`config.mk`:
```
export PLATFORM = sky130hd
export DESIGN_NAME = serial_add_seq_flat
export DESIGN_NICKNAME = d
export VERILOG_FILES = /design/src/rtl/serial_add_seq_pkg.sv /design/src/rtl/serial_add_seq_if.sv /design/src/rtl/serial_add_seq_add8_slice.sv /design/src/rtl/serial_add_seq.sv /design/src/flat_wrapper.sv
export SDC_FILE = /design/constraint.sdc
export NUM_CORES = 1
export LEC_CHECK = 0
export BUFFER_PORTS_ARGS = -buffer_cell sky130_fd_sc_hd__buf_4
export CAP_MARGIN = 0
export CORE_AREA = 2 2 104 106
export DETAILED_ROUTE_END_ITERATION = 8
export DIE_AREA = 0 0 106 108
export GPL_TIMING_DRIVEN = 0
export PLACE_DENSITY = 0.81
export SLEW_MARGIN = 25
export SYNTH_ARGS = -nofsm -noshare
export SYNTH_HDL_FRONTEND = slang
export SYNTH_SLANG_ARGS = --single-unit
export TNS_END_PERCENT = 30
```
`constraint.sdc`:
```
create_clock -name clk -period 3.9 [get_ports clk]
set_clock_uncertainty 0.1 [all_clocks]
set_input_delay 0.39 -clock clk [delete_from_list [all_inputs] [get_ports clk]]
set_output_delay 0.39 -clock clk [all_outputs]
set_load 0.01 [all_outputs]
```
`src/rtl/serial_add_seq_pkg.sv`:
```
// Shared definitions for the byte-serial adder sequencer.
// Byte width and FSM state encodings live here.
package serial_add_seq_pkg;

   localparam int BYTE_W = 8;

   typedef enum logic [1:0] {
      S_IDLE = 2'd0,
      S_RUN  = 2'd1,
      S_HOLD = 2'd2
   } state_e;

   function automatic int idx_width(input int nbytes);
      return (nbytes > 1) ? $clog2(nbytes) : 1;
   endfunction

endpackage

```
`src/rtl/serial_add_seq_if.sv`:
```
// Operand/result handshake bundle for serial_add_seq.
// op_sub exists only when SERADD_SUB_EN is defined.
interface serial_add_seq_if #(
   parameter int NBYTES = 4
);
   localparam int W = 8 * NBYTES;

   logic         in_valid;
   logic         in_ready;
   logic [W-1:0] a_in;
   logic [W-1:0] b_in;
   logic         ci_in;
`ifdef SERADD_SUB_EN
   logic         op_sub;
`endif
   logic         out_valid;
   logic         out_ready;
   logic [W-1:0] sum_out;
   logic         co_out;
   logic         ovf_out;

   modport slave (
      input  in_valid,
      output in_ready,
      input  a_in,
      input  b_in,
      input  ci_in,
`ifdef SERADD_SUB_EN
      input  op_sub,
`endif
      output out_valid,
      input  out_ready,
      output sum_out,
      output co_out,
      output ovf_out
   );

   modport master (
      output in_valid,
      input  in_ready,
      output a_in,
      output b_in,
      output ci_in,
`ifdef SERADD_SUB_EN
      output op_sub,
`endif
      input  out_valid,
      output out_ready,
      input  sum_out,
      input  co_out,
      input  ovf_out
   );

endinterface

```
`src/rtl/serial_add_seq_add8_slice.sv`:
```
// Combinational 8-bit add slice: y = a + b + ci.
// c7 is the carry into bit 7, used for signed overflow.
import serial_add_seq_pkg::*;

module add8_slice (
   input  logic [BYTE_W-1:0] a_i,
   input  logic [BYTE_W-1:0] b_i,
   input  logic              ci_i,
   output logic [BYTE_W-1:0] y_o,
   output logic              co_o,
   output logic              c7_o
);

   logic [BYTE_W-1:0] lo;
   logic [1:0]        hi;

   // Split at bit 7 so the carry into the sign bit is visible.
   assign lo = {1'b0, a_i[BYTE_W-2:0]}
             + {1'b0, b_i[BYTE_W-2:0]}
             + {{(BYTE_W-1){1'b0}}, ci_i};

   assign hi = {1'b0, a_i[BYTE_W-1]}
             + {1'b0, b_i[BYTE_W-1]}
             + {1'b0, lo[BYTE_W-1]};

   assign y_o  = {hi[0], lo[BYTE_W-2:0]};
   assign co_o = hi[1];
   assign c7_o = lo[BYTE_W-1];

endmodule

```
`src/rtl/serial_add_seq.sv`:
```
// Byte-serial multi-precision adder sequencer, LSB byte first.
// Define SERADD_SUB_EN to add the op_sub (A-B) mode.
import serial_add_seq_pkg::*;

module serial_add_seq #(
   parameter int NBYTES = 4
) (
   input  logic                 clk,
   input  logic                 reset_n,
   serial_add_seq_if.slave      bus
);

   localparam int W     = BYTE_W * NBYTES;
   localparam int IDX_W = idx_width(NBYTES);
   localparam logic [IDX_W-1:0] IDX_LAST = IDX_W'(NBYTES - 1);

   state_e           state_q, state_d;
   logic [IDX_W-1:0] idx_q, idx_d;
   logic [W-1:0]     a_q, a_d;
   logic [W-1:0]     b_q, b_d;
   logic             carry_q, carry_d;
   logic [W-1:0]     sum_q, sum_d;
   logic             co_q, co_d;
   logic             ovf_q, ovf_d;
   logic             valid_q, valid_d;

   logic [BYTE_W-1:0] sl_a;
   logic [BYTE_W-1:0] sl_b;
   logic [BYTE_W-1:0] sl_y;
   logic              sl_co;
   logic              sl_c7;

   assign sl_a = a_q[idx_q*BYTE_W +: BYTE_W];
   assign sl_b = b_q[idx_q*BYTE_W +: BYTE_W];

   add8_slice u_slice (
      .a_i  (sl_a),
      .b_i  (sl_b),
      .ci_i (carry_q),
      .y_o  (sl_y),
      .co_o (sl_co),
      .c7_o (sl_c7)
   );

   always_ff @(posedge clk or negedge reset_n) begin
      if (!reset_n) begin
         state_q <= S_IDLE;
         idx_q   <= '0;
         a_q     <= '0;
         b_q     <= '0;
         carry_q <= 1'b0;
         sum_q   <= '0;
         co_q    <= 1'b0;
         ovf_q   <= 1'b0;
         valid_q <= 1'b0;
      end else begin
         state_q <= state_d;
         idx_q   <= idx_d;
         a_q     <= a_d;
         b_q     <= b_d;
         carry_q <= carry_d;
         sum_q   <= sum_d;
         co_q    <= co_d;
         ovf_q   <= ovf_d;
         valid_q <= valid_d;
      end
   end

   always_comb begin
      state_d = state_q;
      idx_d   = idx_q;
      a_d     = a_q;
      b_d     = b_q;
      carry_d = carry_q;
      sum_d   = sum_q;
      co_d    = co_q;
      ovf_d   = ovf_q;
      valid_d = valid_q;

      unique case (state_q)
         S_IDLE: begin
            if (bus.in_valid) begin
               a_d = bus.a_in;
`ifdef SERADD_SUB_EN
               // Subtract as A + ~B + 1; ci_in is ignored.
               b_d     = bus.op_sub ? ~bus.b_in : bus.b_in;
               carry_d = bus.op_sub ? 1'b1 : bus.ci_in;
`else
               b_d     = bus.b_in;
               carry_d = bus.ci_in;
`endif
               idx_d   = '0;
               state_d = S_RUN;
            end
         end

         S_RUN: begin
            sum_d[idx_q*BYTE_W +: BYTE_W] = sl_y;
            carry_d = sl_co;
            if (idx_q == IDX_LAST) begin
               idx_d   = '0;
               co_d    = sl_co;
               ovf_d   = sl_c7 ^ sl_co;
               valid_d = 1'b1;
               state_d = S_HOLD;
            end else begin
               idx_d = idx_q + 1'b1;
            end
         end

         S_HOLD: begin
            if (bus.out_ready) begin
               valid_d = 1'b0;
               state_d = S_IDLE;
            end
         end

         default: begin
            state_d = S_IDLE;
            idx_d   = '0;
            valid_d = 1'b0;
         end
      endcase
   end

   assign bus.in_ready  = (state_q == S_IDLE);
   assign bus.out_valid = valid_q;
   assign bus.sum_out   = sum_q;
   assign bus.co_out    = co_q;
   assign bus.ovf_out   = ovf_q;

endmodule

```
`src/flat_wrapper.sv`:
```
// flat-port wrapper written by rule: the top's interface ports become plain ports
module serial_add_seq_flat 
#(
   parameter int NBYTES = 4
)
  (clk, reset_n, bus_in_valid, bus_in_ready, bus_a_in, bus_b_in, bus_ci_in, bus_out_valid, bus_out_ready, bus_sum_out, bus_co_out, bus_ovf_out);
  serial_add_seq_if #(.NBYTES(NBYTES)) bus_i ();
  input  logic clk;
  input  logic reset_n;
  input wire logic [$bits(bus_i.in_valid)-1:0] bus_in_valid;
  output wire logic [$bits(bus_i.in_ready)-1:0] bus_in_ready;
  input wire logic [$bits(bus_i.a_in)-1:0] bus_a_in;
  input wire logic [$bits(bus_i.b_in)-1:0] bus_b_in;
  input wire logic [$bits(bus_i.ci_in)-1:0] bus_ci_in;
  output wire logic [$bits(bus_i.out_valid)-1:0] bus_out_valid;
  input wire logic [$bits(bus_i.out_ready)-1:0] bus_out_ready;
  output wire logic [$bits(bus_i.sum_out)-1:0] bus_sum_out;
  output wire logic [$bits(bus_i.co_out)-1:0] bus_co_out;
  output wire logic [$bits(bus_i.ovf_out)-1:0] bus_ovf_out;
  assign bus_i.in_valid = bus_in_valid;
  assign bus_in_ready = bus_i.in_ready;
  assign bus_i.a_in = bus_a_in;
  assign bus_i.b_in = bus_b_in;
  assign bus_i.ci_in = bus_ci_in;
  assign bus_out_valid = bus_i.out_valid;
  assign bus_i.out_ready = bus_out_ready;
  assign bus_sum_out = bus_i.sum_out;
  assign bus_co_out = bus_i.co_out;
  assign bus_ovf_out = bus_i.ovf_out;
  serial_add_seq #(.NBYTES(NBYTES)) u_core (.clk(clk), .reset_n(reset_n), .bus(bus_i));
endmodule
```
==> results of run 1 <==
-- metal layers --
metal  track usage (%)  up-vias  routed length (µm)
li1                  -     1491                   -
met5                 0        -                   0
met3             2.712       14                 583
met1             28.17     1686                4902
met2             34.01      120                5501
met4             6.673        0                 168
-- final timing paths --
kind	start	endpoint	slack, ps	cells past startpoint
setup / recovery	u_core.idx_q[0]	u_core.bus.ovf_out	230	12
hold / removal	bus_a_in[30]	u_core.a_q[30]	150	2
setup reg to reg	u_core.idx_q[0]	u_core.bus.ovf_out	230	12
hold reg to reg	u_core.bus.sum_out[30]	u_core.bus.sum_out[30]	400	2
max in group asynchronous	reset_n	u_core.b_q[3]	2650	3
min in group asynchronous	reset_n	u_core.bus.sum_out[31]	400	2
-- cell usage after synthesis (all sizes together) --
library cell,number,area (µm²)
mux2i,1,10.01
a21oi,6,30.03
fa,3,60.06
a2111o,1,11.26
xor2,1,8.760
o21ai,17,85.08
and2,2,12.51
a22oi,1,7.510
a41oi,1,8.760
a31o,1,8.760
a311o,1,10.01
and3,1,6.260
or2,1,6.260
nand3,4,20.02
mux4,16,360.4
nor2b,6,42.54
o31ai,5,47.54
a211oi,2,15.01
inv,9,33.78
nand2,24,100.1
nor4b,1,8.760
a21boi,1,7.510
nor3,4,20.02
nand4,2,12.51
dfrtp,104,2603
a22o,16,140.1
nand2b,3,18.77
nor3b,3,22.52
or3,2,17.52
a21o,3,22.52
a2111oi,1,8.760
buf,13,142.6
mux2,65,957.2
nand3b,1,7.510
nor2,9,33.78
xnor2,1,8.760
ha,12,150.1
-- flip-flops by register name, summed over array words and instances (netlist names) --
| register | cells |
|---|---|
| u_core.bus.ovf_out | 1 |
| u_core.state_q | 2 |
| u_core.a_q | 32 |
| u_core.carry_q | 1 |
| u_core.bus.out_valid | 1 |
| u_core.b_q | 32 |
| u_core.idx_q | 2 |
| u_core.bus.sum_out | 32 |
| u_core.bus.co_out | 1 |
-- repair_timing --
action / 4_1_cts / 5_1_grt
resized for setup: 4 / 4
endpoints found under the setup margin: 1 / 5
hold endpoints to repair: 0 / 44
buffers inserted: 0 / 2
hold buffers: 0 / 1
-- cell families after synthesis --
kind of cell	synth area share, %
XOR/XNOR	0.3458
AND/OR/NAND/NOR	6.496
buffers and inverters	3.482
flip-flops	51.37
AO/OA/AOI/OAI	7.952
adder cells (fa/ha/maj)	4.149
multiplexers	26.20
-- area by class of cell --
class,instances,share of cell area (%)
multi-input cells,218,36.56
flip-flops and latches,104,41.44
clock buffers,10,2.190
inverters,9,0.5376
plain buffers,13,2.549
repair buffers,108,13.32
clock inverters,6,0.6969
well taps,136,2.708
-- stage by stage --
step	instances	hold WS (ps)	power (mW)	area (µm²)
6_report	604	145.7	6.070	6284
5_1_grt	604	138.8	6.494	6284
4_1_cts	600	65.53	6.019	6213
3_5_place_dp	584	381.8	5.374	6021
3_3_place_gp	584	368.8	5.218	6017
2_1_floorplan	344	-5.591	4.333	5066
-- worst reg2reg max path, cell delays in order (launching register included) --
cell,delay (ps)
dfrtp_2,440
buf_8,190
buf_8,180
mux4_2,520
ha_1,380
and2_1,220
a41oi_2,220
a21oi_1,90
or2_2,290
fa_2,440
nor4b_1,170
a211oi_1,210
nand3_1,110
-- power groups by stage --
stage | registers (mW) | clock network, mW | logic, mW
floorplan | 1.85 | 0 | 2.49
global placement | 1.86 | 0 | 3.35
detailed placement | 1.90 | 0 | 3.47
CTS | 1.89 | 0.636 | 3.50
global route | 1.95 | 0.675 | 3.87
finish | 1.89 | 0.618 | 3.56
==> reports/results.txt, run 1 <==
Top-Level Pins = 105
Reg power frac = 31.2%
DRT Pass-1 Iters = 4
Worst Hold Class = primary input to register
GPL Wtd Cong = 0.8753
Synth Cell Area = 5066 µm²
die area = 11,450 µm²
critical path class = register to register
CTS Buf Count = 9
Final period util = 93.98%
number of nets in the layout = 547
Slowest-stage cell, CP = mux4_2
commonest cells after routing, fill and taps aside = 106 x buf_4, 103 x dfrtp_1, 60 x mux2_4
Top delay family on crit path = adder cells
RSZ-0062 raised after global routing = no
cell repeated most along the worst path = buf_8
ANT cells = 0
Avg Cell Area, Syn = 14.73 µm²
setup TNS = 0 ps
fin util = 61.42%
Fin. Hold Viols = 0
Remaining DRCs = 0
number of H-tree levels = 3
die width = 106 µm
antenna violations before repair = 0
CP bufs+invs = 2
relative slew slack = 53.49%
LEAKAGE = 2.950 nW
# rows = 37
largest net degree at the start of global routing = 105
worst path cell trace = buf_8, buf_8, mux4_2, ha_1, and2_1, a41oi_2, a21oi_1, or2_2, fa_2, nor4b_1, a211oi_1, nand3_1
Gate Count Post-Synth = 344
core area = 10,230 µm²
layout cells sized above 1 = 48.93%
CTS Buffer Depth = 2
Power Dens Cells = 966.0 nW/µm²
final setup fails = 0
most common cell after layout, fill and taps aside = buf_4
PnR worst setup slack = 234.8 ps
setup slack at placement = -126.8 ps
P_int = 3.617 mW
total grt overflow = 0
DP HPWL = 8.407 mm
Multi-input gate area = 2297 µm²
clock root buffer = clkbuf_8
Setup crit end kind = register
Ys Warns = 0
Peak Freq = 272.8 MHz
Clk pin slew, worst setup/hold paths = 100 ps
vias in the first global route = 3,539
wire per inst = 18.47 µm
register cell area after layout = 2604 µm²
CP Max Fanout = 10
fin crit period = 3665 ps
NetSw = 2.453 mW
Slew @ Worst Pin = 691.4 ps
register area share after synthesis = 51.37%
worst-case vdd ir drop = 442.2 µV
Area Overhead vs Synth = 24.03%
initial DRC count = 134
Port Buffers = 104
final antenna-violating net count = 0
CP Launch Type = register
Max stage delay on crit path = 510 ps
DRT Wirelength = 11.16 mm
#FFs+latches synth = 104
Clock Sinks = 104
starting density of the core = 49.52%
max-cap viol count = 0
vias per inst = 5.482
worst endpoint required time = 4050 ps
first-pass GRT wire length = 18.05 mm
CTS tree = yes
Slew Limit Fails = 0
Logic pwr share = 58.7%
via count = 3,311
Clock power frac = 10.2%
status = finished clean
net count after synthesis = 428
WP data arrival = 3820 ps
total track usage = 20.44%
count of different cell masters after synthesis = 46
worst-skew pair later-pin latency = 370 ps
die height = 108 µm
fillcell total = 776
sw frac = 40.42%
(Power assumes the default switching activity.)
==> run 2, diff against run 1 <==
CORE_AREA = 2 2 107 109   (was 2 2 104 106)
DIE_AREA = 0 0 109 111   (was 0 0 106 108)
PLACE_DENSITY = 0.77   (was 0.81)
==> reports/results.txt, run 2 (synthesis gave the netlist of run 1 again) <==
hold path cells = 2 (unchanged)
GRT met2 Usage = 31.47% (was 34.01%)
Max stage delay on crit path = 440 ps (was 510 ps)
WHS Endpoint = u_core.a_q[18] (was u_core.a_q[30])
worst-skew pair later-pin latency = 350 ps (was 370 ps)
Top delay family on crit path = adder cells (unchanged)
hold_ws = 164.5 ps (was 145.7 ps)
total grt overflow = 0 (unchanged)
CP Launch Type = register (unchanged)
Peak Freq = 272.5 MHz (was 272.8 MHz)
Slew Limit Fails = 0 (unchanged)
fin util = 57.70% (was 61.42%)
Setup crit end kind = register (unchanged)
Final period util = 94.11% (was 93.98%)
worst path cell trace = buf_4, buf_4, mux4_2, ha_1, and2_1, a41oi_2, a21oi_1, or2_2, fa_2, nor4b_1, a211oi_1, nand3_1 (was buf_8, buf_8, mux4_2, ha_1, and2_1, a41oi_2, a21oi_1, or2_2, fa_2, nor4b_1, a211oi_1, nand3_1)
setup TNS = 0 ps (unchanged)
Area Overhead vs Synth = 26.15% (was 24.03%)
wire per inst = 19.12 µm (was 18.47 µm)
critical path class = register to register (unchanged)
vias per inst = 5.497 (was 5.482)
Power Dens Cells = 989.6 nW/µm² (was 966.0 nW/µm²)
relative slew slack = 52.42% (was 53.49%)
fillcell total = 876 (was 776)
Port Buffers = 104 (unchanged)
Top-Level Pins = 105 (unchanged)
WP data arrival = 3800 ps (was 3820 ps)
largest net degree at the start of global routing = 105 (unchanged)
total track usage = 20.29% (was 20.44%)
sw frac = 39.81% (was 40.42%)
DP HPWL = 8.454 mm (was 8.407 mm)
grt met3 use = 4.644% (was 2.712%)
Design Power = 6.325 mW (was 6.070 mW)
reg2reg path depth = 12 (unchanged)
CP Max Fanout = 10 (unchanged)
GPL Wtd Cong = 0.9057 (was 0.8753)
starting density of the core = 45.74% (was 49.52%)
antenna violations before repair = 0 (unchanged)
core area = 11,080 µm² (was 10,230 µm²)
RSZ-0062 raised after global routing = no (unchanged)
CTS Buffer Depth = 2 (unchanged)
P_int = 3.807 mW (was 3.617 mW)
LEAKAGE = 3.000 nW (was 2.950 nW)
via count = 3,353 (was 3,311)
flop2flop setup slack = 230 ps (about the same)
status = finished clean (unchanged)
most common cell after layout, fill and taps aside = buf_4 (unchanged)
hold_sp = bus_a_in[18] (was bus_a_in[30])
final setup fails = 0 (unchanged)
DRT Pass-1 Iters = 4 (unchanged)
Logic pwr share = 56.5% (was 58.7%)
met1 usage = 28.53% (was 28.17%)
Area after DPL = 6030 µm² (was 6021 µm²)
worst r2r src = u_core.idx_q[1] (was u_core.idx_q[0])
max-cap viol count = 0 (unchanged)
Clock Sinks = 104 (unchanged)
Slew @ Worst Pin = 707.3 ps (was 691.4 ps)
vias in the first global route = 3,536 (was 3,539)
# rows = 39 (was 37)
number of nets in the layout = 546 (was 547)
die height = 111 µm (was 108 µm)
number of H-tree levels = 3 (unchanged)
fin crit period = 3670 ps (was 3665 ps)
initial DRC count = 168 (was 134)
r2r endpoint = u_core.bus.ovf_out (unchanged)
Reg power frac = 29.8% (was 31.2%)
layout cells sized above 1 = 48.82% (was 48.93%)
final antenna-violating net count = 0 (unchanged)
cell repeated most along the worst path = buf_4 (was buf_8)
ANT cells = 0 (unchanged)
Fin. Hold Viols = 0 (unchanged)
Remaining DRCs = 0 (unchanged)
first-pass GRT wire length = 18.78 mm (was 18.05 mm)
CP bufs+invs = 2 (unchanged)
worst-case vdd ir drop = 468.0 µV (was 442.2 µV)
Worst Hold Class = primary input to register (unchanged)
CTS tree = yes (unchanged)
worst endpoint required time = 4030 ps (was 4050 ps)
final instance area = 6391 µm² (was 6284 µm²)
Slowest-stage cell, CP = fa_2 (was mux4_2)
Top Usage Layer GRT = met2 (unchanged)
NetSw = 2.518 mW (was 2.453 mW)
Clk pin slew, worst setup/hold paths = 80 ps (was 100 ps)
Clock power frac = 13.7% (was 10.2%)
die width = 109 µm (was 106 µm)
clock root buffer = clkbuf_16 (was clkbuf_8)
commonest cells after routing, fill and taps aside = 106 x buf_4, 103 x dfrtp_1, 60 x mux2_4 (unchanged)
DRT Wirelength = 11.66 mm (was 11.16 mm)
die area = 12,100 µm² (was 11,450 µm²)
CTS Buf Count = 9 (unchanged)
==> run 2: cell count changes in the layout (fill, tap and decap cells not counted), sizes merged <==
| cell | change |
|---|---|
| clkinvlp | -2 |
| inv | +2 |
| buf | -1 |
| clkbuf | -1 |
| clkinv | +1 |
==> run 2: worst reg2reg max path: cells and delay by family (launching register included) <==
| kind | cells | cell delay (ps) |
|---|---|---|
| fa+ha+maj | 2 | 800 |
| mux | 1 | 360 |
| flops | 1 | 430 |
| compound gates | 3 | 580 |
| simple gates | 4 | 800 |
| buf+inv | 2 | 490 |
==> run 2: power groups by stage <==
| stage | combinational [mW] | sequential (mW) | clock (mW) |
|---|---|---|---|
| after floorplan | 2.49 | 1.85 | 0 |
| after global placement | 3.36 | 1.86 | 0 |
| after detailed placement | 3.48 | 1.90 | 0 |
| after CTS | 3.52 | 1.89 | 0.872 |
| after global routing | 3.89 | 1.94 | 0.919 |
| final | 3.57 | 1.89 | 0.867 |
==> run 2: area by class of cell <==
class                           instances  area, µm²  share of cell area [%]
Clock buffer                            9      225.2                   3.524
Timing Repair Buffer                  107      829.5                   12.98
Sequential cell                       104       2604                   40.74
Clock inverter                          7      55.05                  0.8614
Inverter                                9      33.78                  0.5286
Multi-Input combinational cell        218       2297                   35.94
Buffer                                 13      167.7                   2.623
Tap cell                              143      178.9                   2.800
==> run 2: metal layers <==
| layer | wire (µm) | vias to the layer above |
|---|---|---|
| li1 | - | 1501 |
| met1 | 5118 | 1711 |
| met2 | 5619 | 124 |
| met3 | 714 | 17 |
| met4 | 210 | 0 |
| met5 | 0 | - |
==> run 2: worst max path at each step <==
stage	from	to	slack, ps	cells past startpoint
floorplan	u_core.idx_q[0]	u_core.bus.ovf_out	280	12
global placement	u_core.idx_q[0]	u_core.bus.ovf_out	-70	12
detailed placement	u_core.idx_q[0]	u_core.bus.ovf_out	-200	12
CTS	u_core.idx_q[0]	u_core.bus.ovf_out	70	12
global route	u_core.idx_q[0]	u_core.bus.ovf_out	20	12
finish	u_core.idx_q[1]	u_core.bus.ovf_out	230	12
==> run 2: metrics by stage <==
stage               std cells  setup WS [ps]
detailed placement        591         -202.8
finish                    610          229.9
floorplan                 344          279.1
global placement          591         -67.38
global route              610          16.84
CTS                       607          67.66
==> run 2: timing repair <==
action	4_1_cts	5_1_grt
hold buffers	0	1
buffers inserted	0	1
endpoints found under the setup margin	1	1
resized for setup	6	5
hold endpoints to repair	0	54
pin swaps	0	1
==> run 3, diff against run 2 <==
PLACE_DENSITY = 0.74   (was 0.77)
==> reports/results.txt, run 3 (synthesis gave the netlist of run 1 again) <==
relative slew slack = 45.31% (was 52.42%)
ANT cells = 0 (unchanged)
Clk pin slew, worst setup/hold paths = 70 ps (was 80 ps)
CTS Buffer Depth = 2 (unchanged)
max-cap viol count = 0 (unchanged)
die width = 109 µm (unchanged)
worst endpoint required time = 4030 ps (about the same)
final antenna-violating net count = 0 (unchanged)
setup TNS = 0 ps (unchanged)
commonest cells after routing, fill and taps aside = 103 x buf_4, 103 x dfrtp_1, 60 x mux2_4 (was 106 x buf_4, 103 x dfrtp_1, 60 x mux2_4)
via count = 3,247 (was 3,353)
Hold Buf Count CTS = 0 (unchanged)
GPL Wtd Cong = 0.8808 (was 0.9057)
die area = 12,100 µm² (unchanged)
starting density of the core = 45.74% (unchanged)
sw frac = 39.13% (was 39.81%)
largest net degree at the start of global routing = 105 (unchanged)
Slew @ Worst Pin = 820.4 ps (was 707.3 ps)
reg2reg path depth = 12 (unchanged)
hold_ws = 6.275 ps (was 164.5 ps)
worst r2r src = u_core.idx_q[0] (was u_core.idx_q[1])
Area Overhead vs Synth = 25.46% (was 26.15%)
Top-Level Pins = 105 (unchanged)
Clock Sinks = 104 (unchanged)
Design Power = 6.330 mW (was 6.325 mW)
Setup crit end kind = register (unchanged)
Non-Filler Instances = 607 (was 610)
Peak Freq = 274.7 MHz (was 272.5 MHz)
register cell area after layout = 2604 µm² (unchanged)
Worst setup endpoint = u_core.bus.ovf_out (unchanged)
worst-skew pair later-pin latency = 350 ps (about the same)
antenna violations before repair = 0 (unchanged)
Cells after DPL = 591 (unchanged)
Critical path origin = u_core.idx_q[0] (was u_core.idx_q[1])
status = finished clean (unchanged)
fin crit period = 3640 ps (was 3670 ps)
vias in the first global route = 3,414 (was 3,536)
Final period util = 93.34% (was 94.11%)
RSZ-0062 raised after global routing = no (unchanged)
number of nets in the layout = 543 (was 546)
CTS tree = yes (unchanged)
Clock power frac = 14.4% (was 13.7%)
final setup fails = 0 (unchanged)
DRT Wirelength = 11.18 mm (was 11.66 mm)
Remaining DRCs = 0 (unchanged)
CP Launch Type = register (unchanged)
worst path cell trace = buf_8, buf_6, mux4_2, ha_1, and2_1, a41oi_2, a21oi_1, or2_2, fa_2, nor4b_1, a211oi_1, nand3_1 (was buf_4, buf_4, mux4_2, ha_1, and2_1, a41oi_2, a21oi_1, or2_2, fa_2, nor4b_1, a211oi_1, nand3_1)
Fin. Hold Viols = 0 (unchanged)
first-pass GRT wire length = 18.09 mm (was 18.78 mm)
WP data arrival = 3770 ps (was 3800 ps)
fillcell total = 917 (was 876)
NetSw = 2.477 mW (was 2.518 mW)
Logic pwr share = 55.7% (was 56.5%)
vias per inst = 5.349 (was 5.497)
Reg power frac = 29.8% (about the same)
die height = 111 µm (unchanged)
layout cells sized above 1 = 48.49% (was 48.82%)
P_int = 3.853 mW (was 3.807 mW)
LEAKAGE = 2.982 nW (was 3.000 nW)
clock root buffer = clkbuf_16 (unchanged)
total grt overflow = 0 (unchanged)
critical path class = register to register (unchanged)
Slew Limit Fails = 0 (unchanged)
Max stage delay on crit path = 530 ps (was 440 ps)
total track usage = 19.55% (was 20.29%)
core area = 11,080 µm² (unchanged)
Port Buffers = 104 (unchanged)
Slowest-stage cell, CP = mux4_2 (was fa_2)
Multi-input gate area = 2297 µm² (unchanged)
Power Dens Cells = 995.9 nW/µm² (was 989.6 nW/µm²)
r2r endpoint = u_core.bus.ovf_out (unchanged)
fin util = 57.38% (was 57.70%)
CTS Buf Count = 9 (unchanged)
DP HPWL = 8.127 mm (was 8.454 mm)
worst-case vdd ir drop = 600.2 µV (was 468.0 µV)
initial DRC count = 104 (was 168)
DRT Pass-1 Iters = 4 (unchanged)
Worst Hold Class = primary input to asynchronous set/reset pin (was primary input to register)
CP Max Fanout = 10 (unchanged)
wire per inst = 18.42 µm (was 19.12 µm)
number of H-tree levels = 3 (unchanged)
flop2flop setup slack = 260 ps (was 230 ps)
# rows = 39 (unchanged)
run 3: cell types whose count changed in the layout (fill, tap and decap cells not counted), sizes merged:
cell | previous run | this run
bufinv | 0 | 1
buf | 119 | 114
clkbuf | 9 | 13
inv | 12 | 11
dlygate4sd3 | 1 | 0
clkinv | 2 | 1
run 3: worst min-delay path by stage:
stage                            from                     end  slack [ps]  depth (start not counted)
2_1_floorplan                 reset_n           u_core.a_q[0]          -6                          0
3_3_place_gp    u_core.bus.sum_out[9]   u_core.bus.sum_out[9]         370                          2
3_5_place_dp   u_core.bus.sum_out[14]  u_core.bus.sum_out[14]         370                          2
4_1_cts                       reset_n  u_core.bus.sum_out[24]         100                          1
5_1_grt                       reset_n  u_core.bus.sum_out[31]         110                          1
6_report                      reset_n  u_core.bus.sum_out[31]           6                          1
run 3: power groups by stage:
stage               clock [mW]  sequential, mW  combinational, mW
finish                   0.914            1.89               3.53
global route             0.975            1.95               3.85
CTS                      0.932            1.88               3.50
detailed placement           0            1.89               3.48
global placement             0            1.87               3.41
floorplan                    0            1.85               2.49
run 3: per-layer routing:
metal / track usage (%) / part of all wire, % / vias to the layer above
met5: 0 / 0 / -
met4: 5.897 / 1.8 / 0
met3: 3.410 / 5.1 / 17
met2: 30.43 / 47 / 108
met1: 28.00 / 46 / 1629
li1: - / - / 1493
run 3: what timing repair did:
item	in CTS	in global routing
setup buffers	0	0
resized for setup	2	6
setup endpoints to repair	1	3
run 3: final cells by class:
type,instances,area share (%)
Multi-Input combinational cell,218,36.14
Clock buffer,10,3.602
Timing Repair Buffer,104,12.38
Clock inverter,6,1.063
Inverter,9,0.5315
Buffer,13,2.500
Sequential cell,104,40.96
Tap cell,143,2.815
run 3: worst max-delay path, delay by kind of cell, from the launching register on:
family                   cells  cell delay, ps
flip-flops                   1             430
multiplexers                 1             530
buffers and inverters        2             400
adder cells (fa/ha/maj)      2             810
AO/OA/AOI/OAI                3             500
AND/OR/NAND/NOR              4             760
run 3: metrics by stage:
stage,area (µm²),setup WS [ps]
3_3_place_gp,6026,-94.89
2_1_floorplan,5066,279.1
6_report,6356,259.6
5_1_grt,6356,59.54
4_1_cts,6334,6.141
3_5_place_dp,6030,-112.8
